===== src/rtl/ycbcr2rgb_ctrl.sv =====
// rtl/ycbcr2rgb_ctrl.sv - frame-synchronous mode controller around a fixed-latency YCbCr-to-RGB converter
module ycbcr2rgb_ctrl #(
    parameter int   H_ACTIVE = 1280,
    parameter int   V_ACTIVE = 720,
    parameter int   BAR_W    = 160,
    parameter logic VS_POL   = 1'b1,
    parameter int   CSC_LAT  = 3
) (
    input  logic        clk,
    input  logic        rst,
    input  logic [7:0]  i_y_8b,
    input  logic [7:0]  i_cb_8b,
    input  logic [7:0]  i_cr_8b,
    input  logic        i_h_sync,
    input  logic        i_v_sync,
    input  logic        i_data_en,
    input  logic [1:0]  cfg_mode,
    input  logic        err_clr,
    output logic [7:0]  csc_y_8b,
    output logic [7:0]  csc_cb_8b,
    output logic [7:0]  csc_cr_8b,
    input  logic [7:0]  csc_r_8b,
    input  logic [7:0]  csc_g_8b,
    input  logic [7:0]  csc_b_8b,
    output logic [7:0]  o_r_8b,
    output logic [7:0]  o_g_8b,
    output logic [7:0]  o_b_8b,
    output logic        o_h_sync,
    output logic        o_v_sync,
    output logic        o_data_en,
    output logic [1:0]  o_mode_active,
    output logic [15:0] o_frame_cnt,
    output logic        o_line_err,
    output logic        o_frame_err
);

    localparam logic [10:0] H_PIX    = 11'(H_ACTIVE);
    localparam logic [10:0] V_LINES  = 11'(V_ACTIVE);
    localparam logic [10:0] BAR_LAST = 11'(BAR_W - 1);
    localparam logic [10:0] CNT_MAX  = 11'h7FF;

    typedef enum logic {WAIT_VS, RUN} state_t;

    typedef struct packed {
        logic [7:0] y;
        logic [7:0] cb;
        logic [7:0] cr;
        logic [2:0] bar;
        logic       hs;
        logic       vs;
        logic       de;
        logic [1:0] mode;
        logic       run;
    } tap_t;

    state_t      state_q, state_d;
    logic        vs_prev_q, vs_prev_d;
    logic        de_prev_q, de_prev_d;
    logic [1:0]  mode_q, mode_d;
    logic [15:0] frame_cnt_q, frame_cnt_d;
    logic [10:0] x_cnt_q, x_cnt_d;
    logic [10:0] y_cnt_q, y_cnt_d;
    logic [10:0] bar_cnt_q, bar_cnt_d;
    logic [2:0]  bar_idx_q, bar_idx_d;
    logic        line_err_q, line_err_d;
    logic        frame_err_q, frame_err_d;
    tap_t        pipe_q [CSC_LAT];
    tap_t        pipe_d [CSC_LAT];
    logic [23:0] rgb_q, rgb_d;
    logic        hs_q, hs_d;
    logic        vs_q, vs_d;
    logic        de_q, de_d;

    logic        vs_edge;
    logic        de_fall;
    logic        line_set;
    logic        frame_set;
    tap_t        tap;

    assign csc_y_8b  = i_y_8b;
    assign csc_cb_8b = i_cb_8b;
    assign csc_cr_8b = i_cr_8b;

    always_comb begin
        vs_edge     = (i_v_sync == VS_POL) && (vs_prev_q != VS_POL);
        de_fall     = de_prev_q && !i_data_en;
        state_d     = state_q;
        vs_prev_d   = i_v_sync;
        de_prev_d   = i_data_en;
        mode_d      = mode_q;
        frame_cnt_d = frame_cnt_q;
        x_cnt_d     = x_cnt_q;
        y_cnt_d     = y_cnt_q;
        bar_cnt_d   = bar_cnt_q;
        bar_idx_d   = bar_idx_q;

        // Line checks only once locked: a reset mid-line must not report a short line.
        line_set  = de_fall && (state_q == RUN) && (x_cnt_q != H_PIX);
        frame_set = vs_edge && (state_q == RUN) && (y_cnt_q != V_LINES);

        if (de_fall) begin
            x_cnt_d = '0;
        end else if (i_data_en && (x_cnt_q != CNT_MAX)) begin
            x_cnt_d = x_cnt_q + 11'd1;
        end

        if (vs_edge) begin
            y_cnt_d = '0;
        end else if (de_fall && (y_cnt_q != CNT_MAX)) begin
            y_cnt_d = y_cnt_q + 11'd1;
        end

        if (!i_data_en) begin
            bar_cnt_d = '0;
            bar_idx_d = '0;
        end else if (bar_cnt_q == BAR_LAST) begin
            bar_cnt_d = '0;
            if (bar_idx_q != 3'd7) begin
                bar_idx_d = bar_idx_q + 3'd1;
            end
        end else begin
            bar_cnt_d = bar_cnt_q + 11'd1;
        end

        case (state_q)
            WAIT_VS: begin
                if (vs_edge) begin
                    state_d = RUN;
                    mode_d  = cfg_mode;
                end
            end
            RUN: begin
                if (vs_edge) begin
                    mode_d      = cfg_mode;
                    frame_cnt_d = frame_cnt_q + 16'd1;
                end
            end
            default: state_d = WAIT_VS;
        endcase

        line_err_d  = line_set  ? 1'b1 : (err_clr ? 1'b0 : line_err_q);
        frame_err_d = frame_set ? 1'b1 : (err_clr ? 1'b0 : frame_err_q);

        pipe_d[0].y    = i_y_8b;
        pipe_d[0].cb   = i_cb_8b;
        pipe_d[0].cr   = i_cr_8b;
        pipe_d[0].bar  = bar_idx_q;
        pipe_d[0].hs   = i_h_sync;
        pipe_d[0].vs   = i_v_sync;
        pipe_d[0].de   = i_data_en;
        pipe_d[0].mode = mode_q;
        pipe_d[0].run  = (state_q == RUN);
        for (int i = 1; i < CSC_LAT; i++) begin
            pipe_d[i] = pipe_q[i-1];
        end

        // The last tap lines up with the converter result for the same input pixel.
        tap   = pipe_q[CSC_LAT-1];
        rgb_d = '0;
        if (tap.run && tap.de) begin
            case (tap.mode)
                2'd0: rgb_d = {csc_r_8b, csc_g_8b, csc_b_8b};
                2'd1: rgb_d = {tap.y, tap.cb, tap.cr};
                2'd2: rgb_d = {tap.y, tap.y, tap.y};
                default: begin
                    case (tap.bar)
                        3'd0: rgb_d = 24'hFFFFFF;
                        3'd1: rgb_d = 24'hFFFF00;
                        3'd2: rgb_d = 24'h00FFFF;
                        3'd3: rgb_d = 24'h00FF00;
                        3'd4: rgb_d = 24'hFF00FF;
                        3'd5: rgb_d = 24'hFF0000;
                        3'd6: rgb_d = 24'h0000FF;
                        default: rgb_d = 24'h000000;
                    endcase
                end
            endcase
        end
        hs_d = tap.hs;
        vs_d = tap.vs;
        de_d = tap.de && tap.run;
    end

    always_ff @(posedge clk) begin
        if (rst) begin
            state_q     <= WAIT_VS;
            vs_prev_q   <= 1'b0;
            de_prev_q   <= 1'b0;
            mode_q      <= '0;
            frame_cnt_q <= '0;
            x_cnt_q     <= '0;
            y_cnt_q     <= '0;
            bar_cnt_q   <= '0;
            bar_idx_q   <= '0;
            line_err_q  <= 1'b0;
            frame_err_q <= 1'b0;
            for (int i = 0; i < CSC_LAT; i++) begin
                pipe_q[i] <= '0;
            end
            rgb_q <= '0;
            hs_q  <= 1'b0;
            vs_q  <= 1'b0;
            de_q  <= 1'b0;
        end else begin
            state_q     <= state_d;
            vs_prev_q   <= vs_prev_d;
            de_prev_q   <= de_prev_d;
            mode_q      <= mode_d;
            frame_cnt_q <= frame_cnt_d;
            x_cnt_q     <= x_cnt_d;
            y_cnt_q     <= y_cnt_d;
            bar_cnt_q   <= bar_cnt_d;
            bar_idx_q   <= bar_idx_d;
            line_err_q  <= line_err_d;
            frame_err_q <= frame_err_d;
            for (int i = 0; i < CSC_LAT; i++) begin
                pipe_q[i] <= pipe_d[i];
            end
            rgb_q <= rgb_d;
            hs_q  <= hs_d;
            vs_q  <= vs_d;
            de_q  <= de_d;
        end
    end

    assign o_r_8b        = rgb_q[23:16];
    assign o_g_8b        = rgb_q[15:8];
    assign o_b_8b        = rgb_q[7:0];
    assign o_h_sync      = hs_q;
    assign o_v_sync      = vs_q;
    assign o_data_en     = de_q;
    assign o_mode_active = mode_q;
    assign o_frame_cnt   = frame_cnt_q;
    assign o_line_err    = line_err_q;
    assign o_frame_err   = frame_err_q;

endmodule


===== config.mk =====
export PLATFORM = sky130hd
export DESIGN_NAME = ycbcr2rgb_ctrl
export DESIGN_NICKNAME = d
export VERILOG_FILES = /design/src/rtl/ycbcr2rgb_ctrl.sv
export SDC_FILE = /design/constraint.sdc
export NUM_CORES = 1
export LEC_CHECK = 0
export CAP_MARGIN = 15
export CORE_UTILIZATION = 34
export CTS_CLUSTER_SIZE = 30
export DETAILED_ROUTE_END_ITERATION = 7
export GPL_TIMING_DRIVEN = 1
export MAX_ROUTING_LAYER = met4
export SYNTH_ARGS = -nofsm -noshare
export SYNTH_HDL_FRONTEND = slang
export SYNTH_SLANG_ARGS = --single-unit

===== constraint.sdc =====
create_clock -name clk -period 1.6 [get_ports clk]
set_input_delay 0.4 -clock clk [delete_from_list [all_inputs] [get_ports clk]]
set_output_delay 0.4 -clock clk [all_outputs]
set_load 0.02 [all_outputs]

; Word level (Yosys, flattened, before mapping)
; Memory sizes are Yosys's and may differ from the RTL's.
; Index checks and enable logic that the tools add are counted.
[word_totals]
regBits = 86
ramBits = 99
inputBits = 56
out_inout_bits = 71
mem_count = 1
[mem_list]
columns = memory, words, word_bits, rd, rd_clocked_by_memory_dff, write_ports, line_no
row1 = pipe_q, 3, 33, 3, 0, 3, 67  ; tap_t pipe_q [CSC_LAT];
[op_classes]
add_sub_neg = 5
n_eq_ne = 14
mux = 14
bitwise = 6
n_reduce_logical = 21
[ops]
columns = cell, count
row1 = $pmux W24 S7, 1
row2 = $mux W33, 3
row3 = $pmux W24 S3, 1
row4 = $add A11 B1 Y11 const B, 3
row5 = $ne A11 B11 Y1 const B, 3
row6 = $add A16 B1 Y16 const B, 1
row7 = $eq A11 B8 Y1 const B, 1
row8 = $ne A11 B10 Y1 const B, 1
row9 = $eq A3 B3 Y1 const B, 3
row10 = $logic_and A1 B1 Y1, 9
row11 = $mux W1, 8
row12 = $reduce_or A2 Y1, 4
row13 = $eq A3 B2 Y1 const B, 2
row14 = $reduce_and A2 Y1, 2
row15 = $reduce_bool A2 Y1, 2
row16 = $add A3 B1 Y3 const B, 1
row17 = $eq A3 B1 Y1 const B, 1
row18 = $logic_not A3 Y1, 1
row19 = $ne A3 B3 Y1 const B, 1
row20 = $not A1 Y1, 3
row21 = $or A1 B1 Y1, 3
row22 = $reduce_or A3 Y1, 1
row23 = $eq A2 B1 Y1 const B, 1
row24 = $eq A2 B2 Y1 const B, 1
row25 = 3 further kinds, 3

; Longest topological paths before layout
; Gate-level depths: netlist of run 1.
[logic_depth]
word_depth = 5
depth_mapped = 6

; Worst setup path before layout of run 1
; OpenSTA, ideal clock, no wires.
[synth_path]
kind = reg-to-reg
from = reg frame_cnt_q[4] (netlist: o_frame_cnt[4])
to = reg frame_cnt_q[14] (netlist: o_frame_cnt[14])
setup_ns = 0.070
arrival_time_ns = 1.746
slack_ns = -0.216
path_stages_with_launch = 6
path_buffers = 1
period_less_slack_ns = 1.816
path_cell_list = dfxtp_1 > nand4_2 > or3_1 > buf_2 > or4_1 > a21oi_1
[synth_between]
elab_chain_len = 1
[synth_rtl]
columns = item, line_no
row1 = from (decl), 60  ; logic [15:0] frame_cnt_q, frame_cnt_d;
row2 = from (signal assigned), 209  ; frame_cnt_q <= frame_cnt_d;
row3 = $add A16 B1 Y16, 135  ; frame_cnt_d = frame_cnt_q + 16'd1;
; Every way passes these cells.
; A chain may end at the register's enable or synchronous reset.

; Worst setup path after layout of run 1
[layout_path]
from = in i_cr_8b[4]
to = out csc_cr_8b[4]
[layout_rtl]
columns = item, line_no
row1 = from (decl), 13  ; input logic [7:0] i_cr_8b,
row2 = to (decl), 21  ; output logic [7:0] csc_cr_8b,
; No word-level cell between the ends.

==> results.md, run 1 <==
* Synth area leader: dfxtp_1
* EDFF count, synth at 0
* Layout cells sized above 1 at 19.95%
* Largest net degree at the start of global routing at 59
* Routed wire length at 14.03 mm
* CP max stage delay at 0.47 ns
* Logic pwr share at 6.1%
* Net count after synthesis at 754
* GRT overflow at 0
* Stages on worst setup path at 2
* Req. time, crit path at 1.20 ns
* Synthesized netlist cell count at 690
* Share of power burned in registers at 48.6%
* Clk slew on worst S/H paths at 0.07 ns
* Slowest cell on the critical path: clkdlybuf4s50_1
* #FFs+latches synth at 183
* GRT Overall Usage at 14.39%
* Min Hold Slack at 0.3875 ns
* Top Family by Delay on Critical Path: buffers and inverters
* Number of global-route vias before repair at 4530
* Net Sw Power at 2066 uW
* Placed cell count at 1092
* Fin cells at 1127
* Vias/cell at 4.469
* Die ar. at 20550 sq um
* Fin Clk Skew at 0.007364 ns
* Ports at 127
* Leakage power at 0.003664 uW
* Setup crit end kind: output port
* Die width at 143.3 um
* Detailed placement HPWL at 10.12 mm
* Top Metal Used: met4
* Crit share post-route at 98.53%
* Seq/Total Area, Yosys at 53.93%
* CTS tree: yes
* DR DRC count at 0
* Compound-Gate Fraction of Synth Area at 11.40%
* Hold Path Depth at 3
* Synth cell types at 49
* Num CTS Buffers at 17
* Core area at 19530 sq um
* Max_slew headroom at 62.39%
* Clock latency on the worst-skew pair at 0.42 ns
* Final nets at 913
* Max Slew Vio Count at 0
* Power density over the cells at 1042 nW/um^2
* DR iter-0 viols at 194
* Vias at 5036
* Met3 wire length at 443 um
* Routability Congestion at 0.7880
* Avg Inst Size Synth at 9.845 sq um
* Synth-to-layout area growth at 36.36%
* Antenna-violating nets left at 0
* Post-Syn Area at 6793 sq um
* Most common cell after layout, fill and taps aside: dfxtp_1
* Post-synthesis xor/xnor area fraction at 2.708%
* IO buf count at 126
* R2R depth at 4
* Filler cell count at 1895
* Max Cap Viol at 0
* Clock power share at 45.3%
* Unrepaired setup endpoints after global routing: yes
* Status: complete, no violations
* Initial antenna violation count at 0
* Diodes inserted at 0
* WL/cell at 12.44 um
* Post-synth top area share at 53.93%
* CTS H-tree depth at 4
* FMAX at 634.3 MHz
* Met2 WL at 6.618 mm
* Final Setup Violations at 0
* Synth Area in Adders at 1.474%
* Max clock buf depth at 2
* Synth area leaders: dfxtp_1, nor2b_1, a211oi_1
* WS Path Type: in -> out
* Worst hold path class: in -> reg
* Hold-fix buffers at CTS at 0
* Sw Ratio at 21.41%
* WL met1 at 6.807 mm
* Sum of negative setup slack at 0 ns
* Most frequent cells in the layout: dfxtp_1, nor2b_1, buf_4
* VDD IR max at 0.9192 mV
* Row count at 51
* CTS sink count at 183
* First-pass GRT wire length at 22.30 mm
* Crit path buf inv count at 2
* CP arrival at 1.18 ns
* Die span in y at 143.3 um
* Mux contribution to synthesized area at 0.7552%
* CP startpoint kind: input port
* Worst Tran Pin Value at 0.5642 ns
* Fin. Hold Viols at 0
* Cell Int Power at 7582 uW
* Critical-path maximum fanout at 2
* Fin crit period at 1.576 ns
* Simple logic cell fraction of the synthesized area at 24.33%
* Largest family of logic cells by synthesized area: simple AND/OR/NAND/NOR gates
* CP Cell Sequence: clkdlybuf4s50_1 > clkdlybuf4s15_1
* Most used flip-flop cell after synthesis: dfxtp_1
* Async SR Flop Fraction at 0%
* Initial Util at 34.79%
* Clk root buf: clkbuf_16
* Warnings from Yosys at 0
* DRT Pass-1 Iters at 4
[metrics by stage]
step	area (sq um)	power [uW]	util [%]	setup slack, ns
after floorplan	6828	5103	-	-0.01506
after global placement	8670	5411	44.40	-0.3916
after detailed placement	8670	5413	44.40	-0.4223
after CTS	9266	9790	47.46	-0.005845
after global routing	9263	10050	47.44	-0.07949
final	9263	9648	47.44	0.02354
[cell usage after synthesis (all sizes together), types with 4 or more instances]
| cell | count |
|---|---|
| a311oi | 8 |
| o21ai | 25 |
| or4 | 6 |
| xor2 | 10 |
| nand2b | 14 |
| inv | 8 |
| and3 | 6 |
| clkbuf | 32 |
| or3 | 6 |
| nand2 | 27 |
| nand3 | 22 |
| ha | 8 |
| nand4 | 9 |
| nor2 | 41 |
| and4 | 4 |
| nor2b | 128 |
| o31ai | 8 |
| mux2i | 4 |
| a211oi | 43 |
| buf | 31 |
| a21oi | 17 |
| dfxtp | 183 |
| nor3 | 9 |
| a31oi | 4 |
| xnor2 | 11 |
[power by group through the flow]
| stage | Sequential, uW | Combinational, uW | Clock [uW] |
|---|---|---|---|
| finish | 4690 | 588 | 4370 |
| global route | 4690 | 646 | 4710 |
| CTS | 4690 | 605 | 4500 |
| detailed placement | 4790 | 622 | 0 |
| global placement | 4790 | 622 | 0 |
| floorplan | 4780 | 319 | 0 |
[routing by layer]
metal,up-vias,GRT usage [%]
met5,-,-
met4,0,4.871
met3,12,2.999
met2,84,22.31
met1,2271,18.63
li1,2669,-
[path summary, 6_finish.rpt]
kind                      from        endpoint  slack [ns]
setup / recovery    i_cr_8b[4]    csc_cr_8b[4]        0.02
hold / removal             rst  o_frame_cnt[2]        0.39
setup reg to reg  bar_cnt_q[8]    bar_idx_q[2]        0.06
hold reg to reg   pipe_q[0][8]   pipe_q[0][41]        0.43
[final cells by class]
| class | count | area [sq um] | share of cell area, % |
|---|---|---|---|
| clock inverter | 13 | 165.2 | 1.783 |
| inverter | 8 | 30.03 | 0.3242 |
| tap | 265 | 331.6 | 3.580 |
| clock buffer | 19 | 464.2 | 5.011 |
| sequential | 183 | 3699 | 39.93 |
| timing repair buffer | 203 | 1750 | 18.90 |
| multi-input combinational | 436 | 2823 | 30.47 |
[kinds of logic (layout without fill, tap and decap cells)]
family                     after synthesis  in the layout
AOI/OAI and AO/OA                      115            115
xor gates and xnor gates                21             21
adders and majority gates                8              8
buffers and inverters                   71            243
DFF                                    183            183
muxes                                    5              5
and+or+nand+nor                        287            287
[state kept, by name, indices dropped and copies added, names as in the netlist, 2 cells and up]
register / count
y_cnt_q: 11
pipe_q: 99
x_cnt_q: 11
bar_idx_q: 3
o_mode_active: 2
rgb_q: 24
o_frame_cnt: 16
bar_cnt_q: 11
[timing repair]
item | CTS | global route
resized for setup | 121 | 34
buffers inserted | 0 | 3
endpoints found under the setup margin | 74 | 32
pin swaps | 0 | 7
No activity file was read; power rests on OpenSTA's default activity.
==> run 2, diff against run 1 <==
--- a/config.mk
+++ b/config.mk
@@ -5,6 +5,7 @@
 export SDC_FILE = /design/constraint.sdc
 export NUM_CORES = 1
 export LEC_CHECK = 0
+export ABC_CLOCK_PERIOD_IN_PS = 1600
 export CAP_MARGIN = 15
 export CORE_UTILIZATION = 34
 export CTS_CLUSTER_SIZE = 30
==> results of run 2 <==
The final DEF is identical to that of run 1; final timing and power are the same.
